$ cat src/rtl/uart_rx_framed.sv
// ---------------------------------------------------------------------------
// uart_rx_framed
//
// Parametrised UART receiver. Supports 5..8 data bits, optional odd/even
// parity, mid-bit sampling with false-start rejection, and break handling.
// Good frames are pushed into a small circular FIFO that a consumer drains
// through a valid/ready handshake. Error conditions are reported as
// one-cycle pulses. An optional running byte checksum is built only when
// the macro UART_RX_FRAMED_SUM_EN is defined; otherwise o_sum is tied to 0.
//
// Parameters
//   CYCLES_PER_BIT  clocks per serial bit (>= 3)
//   DATA_BITS       data bits per frame (5..8)
//   PARITY          0 none, 1 odd, 2 even
//   FIFO_DEPTH      received-byte FIFO entries (power of two, >= 2)
//
// Ports
//   clk           clock
//   rst           asynchronous active-high reset
//   i_serial      serial line, idle high, asynchronous to clk
//   o_data        FIFO head byte, zero-extended above DATA_BITS
//   o_valid       FIFO non-empty
//   i_ready       consumer ready
//   o_frame_err   one-cycle pulse: stop bit sampled 0
//   o_parity_err  one-cycle pulse: parity mismatch
//   o_overrun     one-cycle pulse: good frame dropped, FIFO full
//   o_sum         running sum of bytes pushed into the FIFO
//
// Handshake: a byte transfers on every clk edge where o_valid and i_ready
// are both high. o_valid never depends combinationally on i_ready, and
// o_data stays stable while o_valid is high and i_ready is low.
//
// Debug: the receive FSM state is held in state_q (encoding below) so a
// checker can observe it hierarchically.
// ---------------------------------------------------------------------------
module uart_rx_framed #(
  parameter int CYCLES_PER_BIT = 4,
  parameter int DATA_BITS      = 8,
  parameter int PARITY         = 0,
  parameter int FIFO_DEPTH     = 4
) (
  input  logic        clk,
  input  logic        rst,
  input  logic        i_serial,
  output logic [7:0]  o_data,
  output logic        o_valid,
  input  logic        i_ready,
  output logic        o_frame_err,
  output logic        o_parity_err,
  output logic        o_overrun,
  output logic [31:0] o_sum
);

  localparam int CW   = $clog2(CYCLES_PER_BIT);
  localparam int AW   = $clog2(FIFO_DEPTH);
  localparam int CNTW = AW + 1;

  localparam logic [CW-1:0]   CYC_FULL = CW'(CYCLES_PER_BIT - 1);
  localparam logic [CW-1:0]   CYC_HALF = CW'((CYCLES_PER_BIT - 1) / 2);
  localparam logic [2:0]      LAST_IDX = 3'(DATA_BITS - 1);
  localparam logic            PAR_ODD  = (PARITY == 1);
  localparam logic [CNTW-1:0] CNT_FULL = CNTW'(FIFO_DEPTH);

  typedef enum logic [2:0] {
    ST_IDLE   = 3'd0,
    ST_START  = 3'd1,
    ST_DATA   = 3'd2,
    ST_PARITY = 3'd3,
    ST_STOP   = 3'd4,
    ST_BREAK  = 3'd5
  } state_e;

  // -------------------------------------------------------------------------
  // Input synchroniser; both flops reset to the idle (high) line level.
  // -------------------------------------------------------------------------
  logic rx_meta_q;
  logic rx_s_q;

  always_ff @(posedge clk or posedge rst) begin
    if (rst) begin
      rx_meta_q <= 1'b1;
      rx_s_q    <= 1'b1;
    end else begin
      rx_meta_q <= i_serial;
      rx_s_q    <= rx_meta_q;
    end
  end

  // -------------------------------------------------------------------------
  // Receive FSM
  // -------------------------------------------------------------------------
  state_e                 state_q, state_d;
  logic [CW-1:0]          cycle_q, cycle_d;
  logic [2:0]             index_q, index_d;
  logic [DATA_BITS-1:0]   shift_q, shift_d;
  logic                   parity_bad_q, parity_bad_d;
  logic                   frame_err_q, frame_err_d;
  logic                   parity_err_q, parity_err_d;
  logic                   overrun_q, overrun_d;
  logic                   push_req;
  logic                   tick;

  assign tick = (cycle_q == '0);

  always_ff @(posedge clk or posedge rst) begin
    if (rst) begin
      state_q      <= ST_IDLE;
      cycle_q      <= '0;
      index_q      <= '0;
      shift_q      <= '0;
      parity_bad_q <= 1'b0;
      frame_err_q  <= 1'b0;
      parity_err_q <= 1'b0;
      overrun_q    <= 1'b0;
    end else begin
      state_q      <= state_d;
      cycle_q      <= cycle_d;
      index_q      <= index_d;
      shift_q      <= shift_d;
      parity_bad_q <= parity_bad_d;
      frame_err_q  <= frame_err_d;
      parity_err_q <= parity_err_d;
      overrun_q    <= overrun_d;
    end
  end

  always_comb begin
    state_d      = state_q;
    cycle_d      = cycle_q;
    index_d      = index_q;
    shift_d      = shift_q;
    parity_bad_d = parity_bad_q;
    frame_err_d  = 1'b0;
    parity_err_d = 1'b0;
    push_req     = 1'b0;

    case (state_q)
      ST_IDLE: begin
        if (!rx_s_q) begin
          // Half a bit ahead so the start bit is re-checked near its middle.
          cycle_d      = CYC_HALF;
          parity_bad_d = 1'b0;
          state_d      = ST_START;
        end
      end

      ST_START: begin
        if (tick) begin
          if (!rx_s_q) begin
            cycle_d = CYC_FULL;
            index_d = 3'd0;
            state_d = ST_DATA;
          end else begin
            // Line went back high: treat as a glitch, silently re-arm.
            state_d = ST_IDLE;
          end
        end else begin
          cycle_d = cycle_q - CW'(1);
        end
      end

      ST_DATA: begin
        if (tick) begin
          // LSB arrives first, so bits enter at the top and walk down.
          shift_d = {rx_s_q, shift_q[DATA_BITS-1:1]};
          cycle_d = CYC_FULL;
          index_d = index_q + 3'd1;
          if (index_q == LAST_IDX) begin
            state_d = (PARITY != 0) ? ST_PARITY : ST_STOP;
          end
        end else begin
          cycle_d = cycle_q - CW'(1);
        end
      end

      ST_PARITY: begin
        if (tick) begin
          // Odd parity wants an odd total count of ones, even wants zero.
          parity_bad_d = (((^shift_q) ^ rx_s_q) != PAR_ODD);
          cycle_d      = CYC_FULL;
          state_d      = ST_STOP;
        end else begin
          cycle_d = cycle_q - CW'(1);
        end
      end

      ST_STOP: begin
        if (tick) begin
          if (!rx_s_q) begin
            // Framing error wins over parity error.
            frame_err_d = 1'b1;
            state_d     = ST_BREAK;
          end else if (parity_bad_q) begin
            parity_err_d = 1'b1;
            state_d      = ST_IDLE;
          end else begin
            push_req = 1'b1;
            state_d  = ST_IDLE;
          end
        end else begin
          cycle_d = cycle_q - CW'(1);
        end
      end

      ST_BREAK: begin
        // A held-low line must return high before a new start is accepted.
        if (rx_s_q) begin
          state_d = ST_IDLE;
        end
      end

      default: begin
        state_d = ST_IDLE;
      end
    endcase
  end

  // -------------------------------------------------------------------------
  // Received-byte FIFO
  // -------------------------------------------------------------------------
  logic [7:0]      mem_q [FIFO_DEPTH];
  logic [AW-1:0]   head_q;
  logic [AW-1:0]   tail_q;
  logic [CNTW-1:0] count_q;
  logic [7:0]      push_byte;
  logic            pop;
  logic            full;
  logic            push_ok;

  always_comb begin
    push_byte                = '0;
    push_byte[DATA_BITS-1:0] = shift_q;
  end

  assign pop  = (count_q != '0) && i_ready;
  assign full = (count_q == CNT_FULL);
  // A pop on the same edge frees the slot, so a full FIFO still accepts.
  assign push_ok   = push_req && (!full || pop);
  assign overrun_d = push_req && full && !pop;

  always_ff @(posedge clk or posedge rst) begin
    if (rst) begin
      for (int i = 0; i < FIFO_DEPTH; i++) begin
        mem_q[i] <= '0;
      end
      head_q  <= '0;
      tail_q  <= '0;
      count_q <= '0;
    end else begin
      if (push_ok) begin
        mem_q[tail_q] <= push_byte;
        tail_q        <= tail_q + AW'(1);
      end
      if (pop) begin
        head_q <= head_q + AW'(1);
      end
      case ({push_ok, pop})
        2'b10:   count_q <= count_q + CNTW'(1);
        2'b01:   count_q <= count_q - CNTW'(1);
        default: count_q <= count_q;
      endcase
    end
  end

  assign o_data       = mem_q[head_q];
  assign o_valid      = (count_q != '0);
  assign o_frame_err  = frame_err_q;
  assign o_parity_err = parity_err_q;
  assign o_overrun    = overrun_q;

  // -------------------------------------------------------------------------
  // Optional running checksum of accepted bytes
  // -------------------------------------------------------------------------
`ifdef UART_RX_FRAMED_SUM_EN
  logic [31:0] sum_q;

  always_ff @(posedge clk or posedge rst) begin
    if (rst) begin
      sum_q <= '0;
    end else if (push_ok) begin
      sum_q <= sum_q + {24'd0, push_byte};
    end
  end

  assign o_sum = sum_q;
`else
  assign o_sum = 32'd0;
`endif

endmodule
$ cat config.mk
export PLATFORM = sky130hd
export DESIGN_NAME = uart_rx_framed
export DESIGN_NICKNAME = d
export VERILOG_FILES = /design/src/rtl/uart_rx_framed.sv
export SDC_FILE = /design/constraint.sdc
export NUM_CORES = 1
export LEC_CHECK = 0
export ABC_AREA = 0
export CAP_MARGIN = 25
export CORE_UTILIZATION = 40
export CTS_CLUSTER_SIZE = 12
export DETAILED_ROUTE_END_ITERATION = 6
export GPL_TIMING_DRIVEN = 0
export PLACE_DENSITY_LB_ADDON = 0.15
export REMOVE_ABC_BUFFERS = 1
export SYNTH_ARGS = -nofsm -noshare
export SYNTH_HDL_FRONTEND = slang
export SYNTH_SLANG_ARGS = --single-unit
$ cat constraint.sdc
create_clock -name clk -period 6.27 [get_ports clk]
set_input_delay 1.254 -clock clk [delete_from_list [all_inputs] [get_ports clk]]
set_output_delay 1.254 -clock clk [all_outputs]
set_load 0.1 [all_outputs]
; ---- Yosys cells after proc, flatten, opt, wreduce, memory -nomap -nowiden
; Index checks and enable logic that the tools add are counted.
[classes]
bitwise_logic = 3
n_reduce_logical = 22
n_mux = 41
add_sub_neg = 6
magnitude_cmp = 3
n_eq_ne = 19
[ops]
columns = op, count
row1 = 3-bit 2-to-1 mux, 11
row2 = 32-bit bitwise mux, 1
row3 = 8-bit 2-to-1 mux, 3
row4 = 2-bit != test (second input constant), 9
row5 = 3-bit one-hot mux with 6 select lines, 1
row6 = 8-bit binary-select mux with 2-bit select, 1
row7 = 8-bit demux with 2-bit select, 1
row8 = 1-bit 2-to-1 mux, 13
row9 = 3-bit equality test (second input constant), 4
row10 = 2-bit 2-to-1 mux, 6
row11 = 3-bit one-hot mux with 2 select lines, 2
row12 = 2-bit one-hot mux with 4 select lines, 1
row13 = 4-bit AND reduction, 2
row14 = 8-bit parity, 1
row15 = 7-bit AND reduction, 1
row16 = 3-bit by 1-bit adder with 3-bit output (second input constant), 2
row17 = 3-bit by 2-bit equality test with 1-bit output (second input constant), 2
row18 = 3-bit greater-or-equal comparator (second input constant), 2
row19 = 2-bit NOT with 3-bit output, 2
row20 = 2-bit nonzero test, 3
row21 = 1-bit logical AND, 5
row22 = 2-bit by 1-bit adder with 2-bit output (second input constant), 2
row23 = 4-bit nonzero test, 1
row24 = 3-bit by 1-bit equality test with 1-bit output (second input constant), 1
row25 = other kinds (16), 17
[totals]
out_inout_bits = 44
inputBits = 4
reg_bits = 61

; ---- Logic depth before layout (Yosys ltp)
[logic_depth]
depth_word = 7
ltp_mapped = 12

; ---- Worst setup path after synthesis
; Ideal clock, no wire load.
[synth_path]
path_type = input to register
startpoint = in i_ready
endpoint = reg count_q[2]
setup_time_ns = 0.079
t_required_ns = 6.191
slack_ns = 3.098
arrival_ns = 3.093
path_stages = 9
path_cell_list = or4b_2 -> nor3b_4 -> inv_1 -> ha_1 -> inv_1 -> fa_1 -> xor2_1 -> nor2_1 -> xor2_1
[synth_between]
elab_chain_cells = 5
word_cells_on_any_way = 7
cone_classes = eq/ne (2) / mux (1) / reduce/logical (4)
[synth_lines]
columns = item, line_no
row1 = start: declaration, 47  ; input logic i_ready,
row2 = 1-bit logical AND *, 235  ; assign pop = (count_q != '0) && i_ready;
row3 = 1-bit logical OR, 238  ; assign push_ok = push_req && (!full || pop);
row4 = 1-bit logical AND, 238
row5 = 2-bit by 1-bit equality test with 1-bit output / 2-bit equality test (equally long branches), 257  ; case ({push_ok, pop})
row6 = 3-bit one-hot mux with 2 select lines / 2-bit nonzero test (equally long branches), n/a
row7 = end signal: assignment, 258  ; 2'b10: count_q <= count_q + CNTW'(1);
row8 = end signal: assignment, 259  ; 2'b01: count_q <= count_q - CNTW'(1);
row9 = end signal: assignment, 260  ; default: count_q <= count_q;
row10 = end: declaration, 224  ; logic [CNTW-1:0] count_q;
; Every way passes the cells marked *; elsewhere a longest branch is shown, timed or not.
; A chain may end at the register's enable or synchronous reset.

; ---- Final worst setup path
[layout_path]
startpoint = reg head_q[1]
endpoint = out o_data[5]
[layout_between]
elab_chain_cells = 4
[layout_lines]
columns = item, line_no
row1 = start: declaration, 222  ; logic [AW-1:0] head_q;
row2 = start signal: assignment, 255  ; head_q <= head_q + AW'(1);
row3 = 2-bit NOT with 3-bit output (not written as such), 265  ; assign o_data = mem_q[head_q];
row4 = 8-bit binary-select mux with 2-bit select, 265
row5 = 8-bit 2-to-1 mux (not written as such) (2 in a row), 265
row6 = end: declaration, 45  ; output logic [7:0] o_data,
; Every way passes these cells. The select of a mux whose other input is x is not followed.

==> metrics.yaml <==
die:
  design.die.area_mm2: 0.008088
  num_io_pins: 48
  die-height_um: 89.94
  core_mm2: 0.007370
  fp-row-count: 31
  die_w_um: 89.94
  initial_utilization_pct: 41.97
layout:
  num_antenna_cells: 0
  fin_util_pct: 47.10
  synthToLayoutAreaGrowth_pct: 12.22
  mostFrequentLayoutCell: "dfrtp_1"
  final_cells: 363
  fin_area_mm2: 0.003471
  fin_nets: 272
  final_cell_mix: "59 x dfrtp_1, 43 x mux2_2, 32 x conb_1"
  drive_above_1_share_pct: 28.41
logic_synthesis:
  synthDistinctLibCells: 35
  synth_flop_cell: "dfrtp_1"
  yosysWarnings: 0
  synth-async-reset-ratio_pct: 100.0
  syn_area_per_cell_um2: 12.83
  ys_seq_area_share_pct: 49.43
  synth-seq-cells: 61
  syn_inst: 241
  netlist_area_mm2: 0.003093
  synth_edf_count: 0
critical_path:
  worstPathCellList: "mux4_2, clkdlybuf4s50_1"
  worstSetupEndpointType: "output pin"
  ff2ff_path_depth: 11
  critPathCapture: "o_data[5]"
  r2r-start: "cycle_q[0]"
  path_max_fanout: 9
  cp.arrival_ps: 2650
  cp_num_cells: 2
  crit_start: "head_q[1]"
  path_delay_family: "buffers and inverters"
  regToRegSetupSlack_ps: 3580
  max_stage_delay_ps: 980
  critPathKind: "reg2out"
  r2r_end: "count_q[2]"
  start_kind: "register"
  worst_ep_required_time_ps: 5020
  cpMaxStageDelayCell: "clkdlybuf4s50_1"
  critPathBufInv: 1
power:
  leakagePower_nw: 1.659
  power.total_mw: 1.397
  peakVddDrop_uv: 209.1
  power.density_mw_per_mm2: 402.4
sta:
  period_needed_ps: 3900
  finalSetupViolCount: 0
  min_period_over_period_pct: 62.20
  slew_headroom_pct: 35.46
  finalHoldViolCount: 0
  max_freq_ghz: 0.2564
  skew_ps: 9.478
  whs_ps: 355.4
  tightestPinTransition_ps: 965.1
  finalSetupTns_ps: 0
  worst_slack_ps: 2370
  maxSlewViolCount: 0
  rsz0062_at_grt: "false"
detailed_routing:
  viasPerCell: 4.691
  drt_wl_total_um: 5017
  wl_per_cell_um: 13.82
  drt_iter0_drc: 56
  vias: 1703
  drtAntennaViolNets: 0
  dr.pass1.iters: 4
  drc: 0
clock_tree:
  cts_buffer_depth: 2
  clock_sinks: 61
  root_buffer: "clkbuf_8"
  clkLatencyLatePin_ps: 330
  htree_levels: 3
  numCtsBuffers: 9
  ctsResizeCount: 0
  clk_transition_reported_paths_ps: 70
  post_cts_buffers: 0
  holdBufCountCts: 0
  cts_tree: "done"
grt:
  antenna_found_initial: 0
  grt_overflow: 0
  grt.total_usage_pct: 13.91
  grt_max_degree: 33
  grt_pass1_wl_um: 8590
  grt_pass1_vias: 1705
hold_path:
  hold_path_class: "reg2reg"
placement:
  portBuffers: 15
  place_congestion: 0.6577
  dp.cells: 347
  dpl-instance-area_mm2: 0.003231
  dp_hpwl_um: 3282
  pre_cts_ws_ps: 2561
run:
  cap_violations: 0
outcome:
  outcome: "finished clean"
[layer usage]
layer  global-route usage (%)  routed length [µm]  up-vias
li1                         -                   -      807
met1                    18.87                2441      853
met2                    20.77                2352       35
met3                    2.538                 130        8
met4                    8.468                  92        0
met5                        0                   0        -
[cell families after synthesis]
kind of cell	synth area share (%)
fa+ha+maj	3.884
xor+xnor	4.692
compound gates	3.560
mux	22.13
other cells	0.1212
buf+inv	9.911
flops	49.43
simple gates	6.270
[cell type report]
cell class | instances | area (µm²)
clock buffer | 12 | 145.1
clock inverter | 4 | 95.09
fill | 682 | 3899
inverter | 9 | 33.78
multi-input combinational | 162 | 1374
sequential | 61 | 1529
tap | 99 | 123.9
timing repair buffer | 16 | 170.2
[synth_stat cells, types with 3 or more instances]
| cell type | instances | area [µm²] |
|---|---|---|
| dfrtp_1 | 59 | 1476 |
| inv_1 | 9 | 33.78 |
| ha_1 | 8 | 100.1 |
| o21ai_0 | 6 | 30.03 |
| mux2_2 | 43 | 484.2 |
| buf_4 | 32 | 240.2 |
| nand2b_1 | 3 | 18.77 |
| xor2_1 | 4 | 35.03 |
| xnor2_1 | 10 | 87.58 |
| a21oi_1 | 4 | 20.02 |
| nand2_2 | 4 | 25.02 |
| nor2b_1 | 3 | 18.77 |
| clkbuf_1 | 6 | 22.52 |
| mux4_2 | 8 | 180.2 |
| nor2_1 | 9 | 33.78 |
| nand2_1 | 8 | 30.03 |
[sequential cells by signal, indices dropped and copies added, names as in the netlist, 2 cells and up]
name       count
head_q         2
cycle_q        2
state_q        3
index_q        3
count_q        3
tail_q         2
mem_q         32
push_byte      8
[worst register-to-register path: cells and delay by family (launching register included)]
| kind | cells | cell delay (ps) |
|---|---|---|
| DFF | 1 | 390 |
| adders and majority gates | 3 | 750 |
| and+or+nand+nor | 3 | 860 |
| buffers and inverters | 3 | 290 |
| xor gates and xnor gates | 2 | 280 |
[worst min-delay path by stage]
stage	to	start	slack (ps)	cells after the start
after floorplan	rx_s_q	rx_meta_q	350	0
after global placement	rx_s_q	rx_meta_q	350	0
after detailed placement	rx_s_q	rx_meta_q	350	0
after CTS	rx_s_q	rx_meta_q	360	0
after global routing	rx_s_q	rx_meta_q	360	0
final	rx_s_q	rx_meta_q	360	0
[where the power goes]
part | switching [mW] | internal [mW] | leakage, nW
combinational | 0.237 | 0.171 | 0.718
clock | 0.150 | 0.275 | 0.121
sequential | 0.110 | 0.453 | 0.820
Power figures use the tool's default switching activity.
